==> config.mk <==
export PLATFORM = sky130hd
export DESIGN_NAME = multi_receiver_collector
export DESIGN_NICKNAME = d
export VERILOG_FILES = /design/src/rtl/multi_receiver_collector.sv
export SDC_FILE = /design/constraint.sdc
export NUM_CORES = 1
export LEC_CHECK = 0
export BUFFER_PORTS_ARGS = -buffer_cell sky130_fd_sc_hd__buf_2
export CAP_MARGIN = 40
export CORE_MARGIN = 4
export CORE_UTILIZATION = 60
export CTS_CLUSTER_SIZE = 25
export DETAILED_ROUTE_END_ITERATION = 8
export PLACE_DENSITY = 0.88
export REMOVE_ABC_BUFFERS = 1
export SLEW_MARGIN = 20
export SYNTH_ARGS = -nofsm -noshare
export SYNTH_HDL_FRONTEND = slang
export SYNTH_SLANG_ARGS = --single-unit
==> constraint.sdc <==
create_clock -name clk_96MHz -period 3.9 [get_ports clk_96MHz]
set_input_delay 0.78 -clock clk_96MHz [delete_from_list [all_inputs] [get_ports clk_96MHz]]
set_output_delay 0.78 -clock clk_96MHz [all_outputs]
set_load 0.02 [all_outputs]
==> src/rtl/multi_receiver_collector.sv <==
// multi_receiver_collector
//
// Purpose:
//   Merges decoded sweep words from NUM_RECV receiver managers into one
//   ordered, channel-tagged stream. Each channel has a one-deep pending slot.
//   A round-robin arbiter moves at most one slot per cycle into a
//   first-word-fall-through FIFO, which the consumer drains over a
//   valid/ready handshake. The block also owns the free-running system
//   timestamp that every receiver manager stamps its events with.
//
// Ports:
//   clk_96MHz        system clock from the PLL
//   reset            asynchronous, active-high reset
//   system_timestamp free-running TS_W-bit counter, fanned out to receivers
//   chan_valid       one-cycle data-available pulse per channel
//   chan_data        decoded words, channel i at [i*DATA_W +: DATA_W]
//   chan_timestamp   event timestamps, channel i at [i*TS_W +: TS_W]
//   out_valid        FIFO head is valid
//   out_ready        consumer accepts the head this cycle
//   out_data         head data word
//   out_timestamp    head timestamp
//   out_channel      head source channel
//   fifo_level       current FIFO occupancy
//   drop_flags       sticky per-channel drop indicator
//   drop_count       saturating total of dropped events
//
// Build option:
//   DROP_COUNT_EN    when defined, the saturating drop counter is built.
//                    Otherwise drop_count is tied to 0 (drop_flags still work).

module multi_receiver_collector #(
    parameter  int NUM_RECV   = 4,
    parameter  int DATA_W     = 17,
    parameter  int TS_W       = 24,
    parameter  int FIFO_DEPTH = 16,
    localparam int CH_W       = (NUM_RECV > 1) ? $clog2(NUM_RECV) : 1,
    localparam int LVL_W      = $clog2(FIFO_DEPTH) + 1
) (
    input  logic                       clk_96MHz,
    input  logic                       reset,
    output logic [TS_W-1:0]            system_timestamp,
    input  logic [NUM_RECV-1:0]        chan_valid,
    input  logic [NUM_RECV*DATA_W-1:0] chan_data,
    input  logic [NUM_RECV*TS_W-1:0]   chan_timestamp,
    output logic                       out_valid,
    input  logic                       out_ready,
    output logic [DATA_W-1:0]          out_data,
    output logic [TS_W-1:0]            out_timestamp,
    output logic [CH_W-1:0]            out_channel,
    output logic [LVL_W-1:0]           fifo_level,
    output logic [NUM_RECV-1:0]        drop_flags,
    output logic [7:0]                 drop_count
);

    localparam int                AW         = $clog2(FIFO_DEPTH);
    localparam int                ENTRY_W    = CH_W + TS_W + DATA_W;
    localparam logic [CH_W:0]     NUM_RECV_C = (CH_W + 1)'(NUM_RECV);
    localparam logic [LVL_W-1:0]  DEPTH_C    = LVL_W'(FIFO_DEPTH);

    logic [TS_W-1:0]     ts_q;
    logic [NUM_RECV-1:0] pend_valid;
    logic [DATA_W-1:0]   pend_data [NUM_RECV];
    logic [TS_W-1:0]     pend_ts   [NUM_RECV];
    logic [CH_W-1:0]     rr_ptr;

    logic                grant_any;
    logic                grant;
    logic [CH_W-1:0]     grant_idx;
    logic [CH_W:0]       scan;
    logic [NUM_RECV-1:0] grant_vec;
    logic [NUM_RECV-1:0] load_vec;
    logic [NUM_RECV-1:0] drop_now;

    logic [LVL_W-1:0]    level;
    logic [AW-1:0]       wr_ptr;
    logic [AW-1:0]       rd_ptr;
    logic [AW-1:0]       rd_next;
    logic [ENTRY_W-1:0]  mem [FIFO_DEPTH];
    logic [ENTRY_W-1:0]  head_q;
    logic [ENTRY_W-1:0]  push_entry;
    logic                pop;
    logic                can_accept;

    // Free-running timestamp; natural binary wrap to zero.
    always_ff @(posedge clk_96MHz or posedge reset) begin
        if (reset) ts_q <= '0;
        else       ts_q <= ts_q + TS_W'(1);
    end

    assign system_timestamp = ts_q;

    // Round-robin search: walk the channels from the pointer downwards in
    // reverse so the candidate closest to the pointer is the last one written
    // and therefore wins. rr_ptr + k never exceeds 2*NUM_RECV-2, so a single
    // conditional subtraction is enough for the modulo.
    always_comb begin
        grant_any = 1'b0;
        grant_idx = '0;
        scan      = '0;
        for (int k = NUM_RECV - 1; k >= 0; k--) begin
            scan = {1'b0, rr_ptr} + (CH_W + 1)'(k);
            if (scan >= NUM_RECV_C) scan = scan - NUM_RECV_C;
            if (pend_valid[scan[CH_W-1:0]]) begin
                grant_any = 1'b1;
                grant_idx = scan[CH_W-1:0];
            end
        end
    end

    assign pop        = out_valid & out_ready;
    assign can_accept = (level < DEPTH_C) | pop;
    assign grant      = grant_any & can_accept;
    assign push_entry = {grant_idx, pend_ts[grant_idx], pend_data[grant_idx]};

    // A slot that is granted this cycle counts as free, so a new event on
    // the same channel loads instead of being dropped.
    always_comb begin
        grant_vec = '0;
        if (grant) grant_vec[grant_idx] = 1'b1;
    end

    assign load_vec = chan_valid & ~(pend_valid & ~grant_vec);
    assign drop_now = chan_valid &   pend_valid & ~grant_vec;

    // Slot occupancy, sticky drop flags and the arbiter pointer.
    always_ff @(posedge clk_96MHz or posedge reset) begin
        if (reset) begin
            pend_valid <= '0;
            drop_flags <= '0;
            rr_ptr     <= '0;
        end else begin
            pend_valid <= (pend_valid & ~grant_vec) | chan_valid;
            drop_flags <= drop_flags | drop_now;
            if (grant) begin
                rr_ptr <= (grant_idx == CH_W'(NUM_RECV - 1)) ? '0
                                                             : grant_idx + CH_W'(1);
            end
        end
    end

    // Slot payloads need no reset: they are only read while the slot is pending.
    always_ff @(posedge clk_96MHz) begin
        for (int i = 0; i < NUM_RECV; i++) begin
            if (load_vec[i]) begin
                pend_data[i] <= chan_data[i*DATA_W +: DATA_W];
                pend_ts[i]   <= chan_timestamp[i*TS_W +: TS_W];
            end
        end
    end

    // FIFO storage; a push while full is only possible together with a pop,
    // and the entry being overwritten has already been copied to head_q.
    always_ff @(posedge clk_96MHz) begin
        if (grant) mem[wr_ptr] <= push_entry;
    end

    assign rd_next = rd_ptr + AW'(1);

    // FIFO pointers, level and the registered head. The head is reloaded
    // from the next stored entry on a pop, or from the incoming entry when it
    // becomes the new head; emptying the FIFO leaves the last head in place.
    always_ff @(posedge clk_96MHz or posedge reset) begin
        if (reset) begin
            wr_ptr <= '0;
            rd_ptr <= '0;
            level  <= '0;
            head_q <= '0;
        end else begin
            if (grant) wr_ptr <= wr_ptr + AW'(1);
            if (pop)   rd_ptr <= rd_next;
            case ({grant, pop})
                2'b10:   level <= level + LVL_W'(1);
                2'b01:   level <= level - LVL_W'(1);
                default: level <= level;
            endcase
            if (pop && (level > LVL_W'(1))) begin
                head_q <= mem[rd_next];
            end else if (grant && ((level == '0) || pop)) begin
                head_q <= push_entry;
            end
        end
    end

    assign out_valid  = (level != '0);
    assign fifo_level = level;
    assign {out_channel, out_timestamp, out_data} = head_q;

`ifdef DROP_COUNT_EN
    logic [7:0] drop_cnt_q;
    logic [8:0] drop_sum;

    // Several channels can drop in one cycle; add them all, then saturate.
    always_comb begin
        drop_sum = {1'b0, drop_cnt_q};
        for (int i = 0; i < NUM_RECV; i++) begin
            drop_sum = drop_sum + 9'(drop_now[i]);
        end
    end

    always_ff @(posedge clk_96MHz or posedge reset) begin
        if (reset)                  drop_cnt_q <= '0;
        else if (drop_sum > 9'd255) drop_cnt_q <= 8'hFF;
        else                        drop_cnt_q <= drop_sum[7:0];
    end

    assign drop_count = drop_cnt_q;
`else
    assign drop_count = 8'h00;
`endif

endmodule

; After elaboration in Yosys (flattened, before gate mapping)
; Memories as Yosys holds them, arrays and structs flattened.
; Cells that the tools add are included.
[totals]
reg_bits = 90
latch_bits = 0
ram_bits = 852
mem_bits_ro = 0
in_bits = 171
out_inout_bits = 85
wordCells = 95
n_memories = 3
[op_classes]
add_sub_neg = 13
mul = 0
n_div = 0
magnitude_cmp = 12
n_eq_ne = 3
n_shift = 0
n_mux = 37
bitwise_logic = 11
reduce_logical = 8
[memory_table]
columns = memory, depth, width, rd, rd_clocked_by_memory_dff, wr, line
row1 = mem, 16, 43, 1, 0, 1, 78  ; logic [ENTRY_W-1:0] mem [FIFO_DEPTH];
row2 = pend_ts, 4, 24, 1, 0, 4, 63  ; logic [TS_W-1:0] pend_ts [NUM_RECV];
row3 = pend_data, 4, 17, 1, 0, 4, 62  ; logic [DATA_W-1:0] pend_data [NUM_RECV];
[op_table]
columns = operator, count
row1 = 43-bit two-way mux, 2
row2 = "24-bit by 1-bit adder with 24-bit output, second input constant", 1
row3 = 1-bit two-way mux, 19
row4 = 2-bit two-way mux, 9
row5 = 4-bit bitwise AND, 4
row6 = "2-bit by 3-bit < comparator with 1-bit output, second input constant", 5
row7 = 5-bit one-hot mux with 2 select lines, 1
row8 = "3-bit >= comparator, second input constant", 3
row9 = "4-bit by 1-bit adder with 4-bit output, second input constant", 2
row10 = 1-bit binary-select mux with 2-bit select, 4
row11 = 4-bit inverter, 2
row12 = 4-bit bitwise OR, 2
row13 = "2-bit by 1-bit subtractor with 2-bit output, second input constant", 4
row14 = "2-bit by 2-bit adder with 3-bit output, second input constant", 2
row15 = "5-bit by 1-bit adder with 5-bit output, second input constant", 1
row16 = "5-bit by 1-bit > comparator with 1-bit output, second input constant", 1
row17 = 5-bit zero test, 1
row18 = "5-bit < comparator, second input constant", 1
row19 = 5-bit nonzero test, 1
row20 = "5-bit by 1-bit subtractor with 5-bit output, second input constant", 1
row21 = "2-bit == test, second input constant", 2
row22 = 4-bit two-way mux, 1
row23 = 2-bit nonzero test, 2
row24 = "2-bit by 1-bit adder with 3-bit output, second input constant", 1
row25 = 9 further kinds, 12

; Depth between registers and ports, before layout
[depth]
word_depth = 20
mapped_depth = 11
mapped_depth_nobuf = 10

; Worst setup path before layout
; OpenSTA, ideal clock, no wires.
[synth_path]
path_kind = register to register
from = reg rr_ptr[1]
to = mem pend_data[3][0], enable pin
setup_time_ns = 0.402
t_arrival_ns = 2.691
required_time_ns = 3.498
path_slack_ns = 0.807
path_stages_with_launch = 11
n_path_buf = 2
synth_period_minus_slack_ns = 3.093
cell_sequence = dfrtp_1 -> mux2i_1 -> nor2_1 -> or3_1 -> clkbuf_1 -> clkbuf_1 -> inv_1 -> ha_1 -> nand2_1 -> nand2_1 -> and2_1
[synth_lines]
columns = item, line
row1 = start: declaration, 64  ; logic [CH_W-1:0] rr_ptr;
row2 = start signal: assignment, 135  ; rr_ptr <= (grant_idx == CH_W'(NUM_RECV - 1)) ? '0
row3 = end: declaration, 62

; Worst setup path after layout
[layout_path]
from = reg rr_ptr[1]
to = mem mem[2][38] (netlist name), data pin
[layout_between]
elab_chain_len = 10
elab_cells_between_ends = 28
cone_classes = add/sub: 7 / order compare: 4 / mux: 16 / memory: 1
[layout_rtl]
columns = item, line
row1 = 2-bit by 2-bit adder with 3-bit output, 101  ; scan = {1'b0, rr_ptr} + (CH_W + 1)'(k);
row2 = 3-bit >= comparator or 2-bit by 1-bit subtractor with 2-bit output (tied branches), 102  ; if (scan >= NUM_RECV_C) scan = scan - NUM_RECV_C;
row3 = 2-bit two-way mux, 102
row4 = 1-bit binary-select mux with 2-bit select, 103  ; if (pend_valid[scan[CH_W-1:0]]) begin
row5 = 1-bit two-way mux (implied by the code), 103
row6 = 2-bit two-way mux (3 in a row), 103
row7 = 2-bit two-way mux (*), 103
row8 = memory 4 x 24 bit (*), --
row9 = via push_entry[38], 80  ; logic [ENTRY_W-1:0] push_entry;
row10 = end: declaration, 78
; Mark *: on every way through the listed nets, which the timed path passes. The rest lies on a longest branch. The select of a mux whose other input is x is not followed.

==> impl_results.md <==
- Routed wire length: 107000 um
- CTS clk-pin slew, worst paths: 70 ps
- Post-synthesis xor/xnor area fraction: 0.856%
- CTS Buffer Depth: 3
- Maxcap violations: 0
- Mux contribution to synthesized area: 13.0%
- Rows: 90
- Area taken by multi-input logic gates: 0.00854 mm2
- Sequential share of the synthesized area: 75.5%
- Initial antenna violation count: 3
- Final GP Congestion: 0.830
- Nets@finish: 2365
- Slew Viols, Final: 0
- CP required: 4220 ps
- Global-route wire length before repair: 153000 um
- Max incr delay on CP: 740 ps
- Vias: 21900
- Async set-reset flop share out of synthesis: 9.55%
- Maximum clock rate: 284 MHz
- Syn Std Cell Area: 0.0369 mm2
- Largest net degree at the start of global routing: 52
- Hold violation count in the final report: 0
- Fillcell total: 3194
- CTS sink cnt: 942
- Fin crit share: 90.2%
- Global-route usage over all layers: 31.8%
- Crit path time final: 3520 ps
- Yosys top cell area share: 69.4%
- Total global routing overflow: 0
- Total iterations of the first detailed-routing run: 6
- Initial Util: 60.8%
- CTS tree: yes
- Post-synthesis adder-cell area fraction: 0.407%
- Post-CTS setup buffers: 0
- H-tree levels: 3
- Yosys top cell by area: edfxtp_1
- Antenna-violating nets left: 0
- LEAKAGE: 0.0151 uW
- Primary FF master, synth: edfxtp_1
- CTS Buf Count: 90
- Worst EP arrival: 3840 ps
- Synth Area in Simple Gates: 3.87%
- Pwr dens: 1060 mW/mm2
- Critical path class: flip-flop to flip-flop
- Core Util, Final: 70.9%
- Cts repair resizes: 0
- Hold WC Path Type: input port to asynchronous set/reset pin
- Root Driver: clkbuf_16
- Setup violators final: 0
- Synth Instances: 1845
- Die ar.: 0.0654 mm2
- RSZ-0062 raised after global routing: no
- Relative slew slack: 40.0%
- DR vias/cell: 7.21
- Crit Path Max Fanout: 42
- Crit start category: flip-flop
- Overall power: 45600 uW
- Post-cts hold buffer count: 0
- Largest family of logic cells by synthesized area: multiplexers
- Layout cells sized above 1: 35.3%
- Port bufs: 247
- Synthesis-to-layout area growth: 16.6%
- Post-synth EDFFs: 852
- Worst-Skew Late Latency: 660 ps
- Vias in the first global route: 22500
- # DRC: 0
- Syn_area_per_cell: 20.0 um2
- Slowest CP cell: nor2_1
- Worst Setup End Kind: flip-flop
- Top post-synthesis cells by area: edfxtp_1 (69%), mux4_2 (11%), dfrtp_1 (6.1%), a211oi_1 (1.7%), a221oi_2 (1.5%)
- Core Region: 0.0606 mm2
- Die Width: 256 um
- Worst-Margin Slew: 897 ps
- Synth top cells by count: edfxtp_1 (852), mux4_2 (172), and3_1 (91), dfrtp_1 (90), a211oi_1 (84)
- Die Ht: 256 um
- Peak VDD IR: 908 uV
- Ports: 256
- DR WL/cell: 35.2 um
- Iteration-0 DRC Markers: 3763
- Run status: completed
- Final setup skew: 24.1 ps
- Ys Warns: 0
- HPWL after detailed placement: 54800 um
- Synth Register Bits: 942
- Netlist cell types: 47
- CP most frequent cell: nor2_1
- Synth Area in Compound Gates: 4.67%
- Cell chain of the critical path: mux2i_1 -> nor2_1 -> or3_2 -> inv_2 -> buf_12 -> a211oi_1 -> nor2_1
- Most frequent cell after synthesis: edfxtp_1
- FF/Latch Area: 0.0278 mm2
==> through the flow <==
step	hold slack (ps)	worst slack, ps	cells	setup TNS (ps)	instance area [um2]
after detailed placement	476	513	2833	0	39400
after global routing	285	271	3041	0	43000
after global placement	452	769	2831	0	39400
final	272	381	3042	0	43000
after floorplan	484	-9090	1736	-1817070	36300
after CTS	270	447	3000	0	42700
==> registers in the layout, indices dropped and copies added (netlist names), 5 cells and up <==
name,cells
system_timestamp,24
head_q,43
mem,688
pend_data,68
fifo_level,5
pend_ts,96
==> critical path, delay by kind of cell, from the launching register on <==
kind | cells | cell delay [ps]
AND/OR/NAND/NOR | 3 | 1400
buffers and inverters | 2 | 900
flip-flops | 1 | 470
multiplexers | 1 | 220
AO/OA/AOI/OAI | 1 | 140
==> placed cells by master (no fill, tap or decap), drive strengths merged, types with 3 or more instances in the layout <==
| master | Yosys | routed |
|---|---|---|
| clkinv | 1 | 31 |
| buf | 50 | 354 |
| a211oi | 84 | 84 |
| edfxtp | 852 | 852 |
| dfrtp | 90 | 90 |
| ha | 12 | 12 |
| and3 | 91 | 91 |
| clkinvlp | 0 | 5 |
| o21ai | 3 | 3 |
| o21bai | 4 | 4 |
| a221oi | 40 | 40 |
| mux2i | 42 | 42 |
| clkbuf | 66 | 113 |
| diode | 0 | 3 |
| o31ai | 47 | 47 |
| bufinv | 0 | 15 |
| nor4 | 3 | 3 |
| xor2 | 13 | 13 |
| and2 | 19 | 19 |
| nor2b | 3 | 3 |
| conb | 1 | 8 |
| inv | 18 | 22 |
| nor2 | 55 | 55 |
| a21oi | 4 | 4 |
| mux2 | 43 | 43 |
| nand4 | 5 | 5 |
| nand2 | 28 | 28 |
| mux4 | 172 | 172 |
| nor3 | 45 | 45 |
| xnor2 | 23 | 23 |
| nand3 | 14 | 14 |
==> cells by family after synthesis <==
group / count (synthesis)
adder cells (fa/ha/maj): 12
AO/OA/AOI/OAI: 191
XOR/XNOR: 36
other: 1
multiplexers: 257
buffers and inverters: 135
flip-flops: 942
AND/OR/NAND/NOR: 271
==> where the power goes <==
part | switching [uW] | internal (uW)
sequential | 1160 | 16500
clock | 3940 | 5620
combinational | 11800 | 6590
==> layout make-up <==
type                            count  area share (%)
Timing Repair Buffer              354            5.33
Tap cell                          782            2.28
Multi-Input combinational cell    775            19.9
Antenna cell                        3          0.0175
Inverter                           19           0.172
Sequential cell                   942            64.8
Clock inverter                     54            1.63
Clock buffer                      113            5.89
==> final timing paths <==
check                                         startpoint                       endpoint  slack [ps]  depth (start not counted)
min                                                reset          wr_ptr[2]$_DFFE_PP0P_         270                          2
min in group clk_96MHz                     chan_data[31]     pend_data[1][14]$_DFFE_PP_         300                          1
max in group asynchronous                          reset         head_q[21]$_DFFE_PP0P_        2820                          3
min reg2reg                system_timestamp[0]$_DFF_PP0_  system_timestamp[0]$_DFF_PP0_         500                          1
max reg2reg                        rr_ptr[1]$_DFFE_PP0P_           mem[2][38]$_DFFE_PP_         380                          7
max                                rr_ptr[1]$_DFFE_PP0P_           mem[2][38]$_DFFE_PP_         380                          7
==> routing by layer <==
layer	part of all wire (%)	vias up	track usage [%]
met5	0	-	0
met4	5.4	0	14.8
met3	13	464	7.22
met2	49	2339	52.3
met1	32	10900	41.0
li1	-	8265	-
No activity file was read; power rests on OpenSTA's default activity.
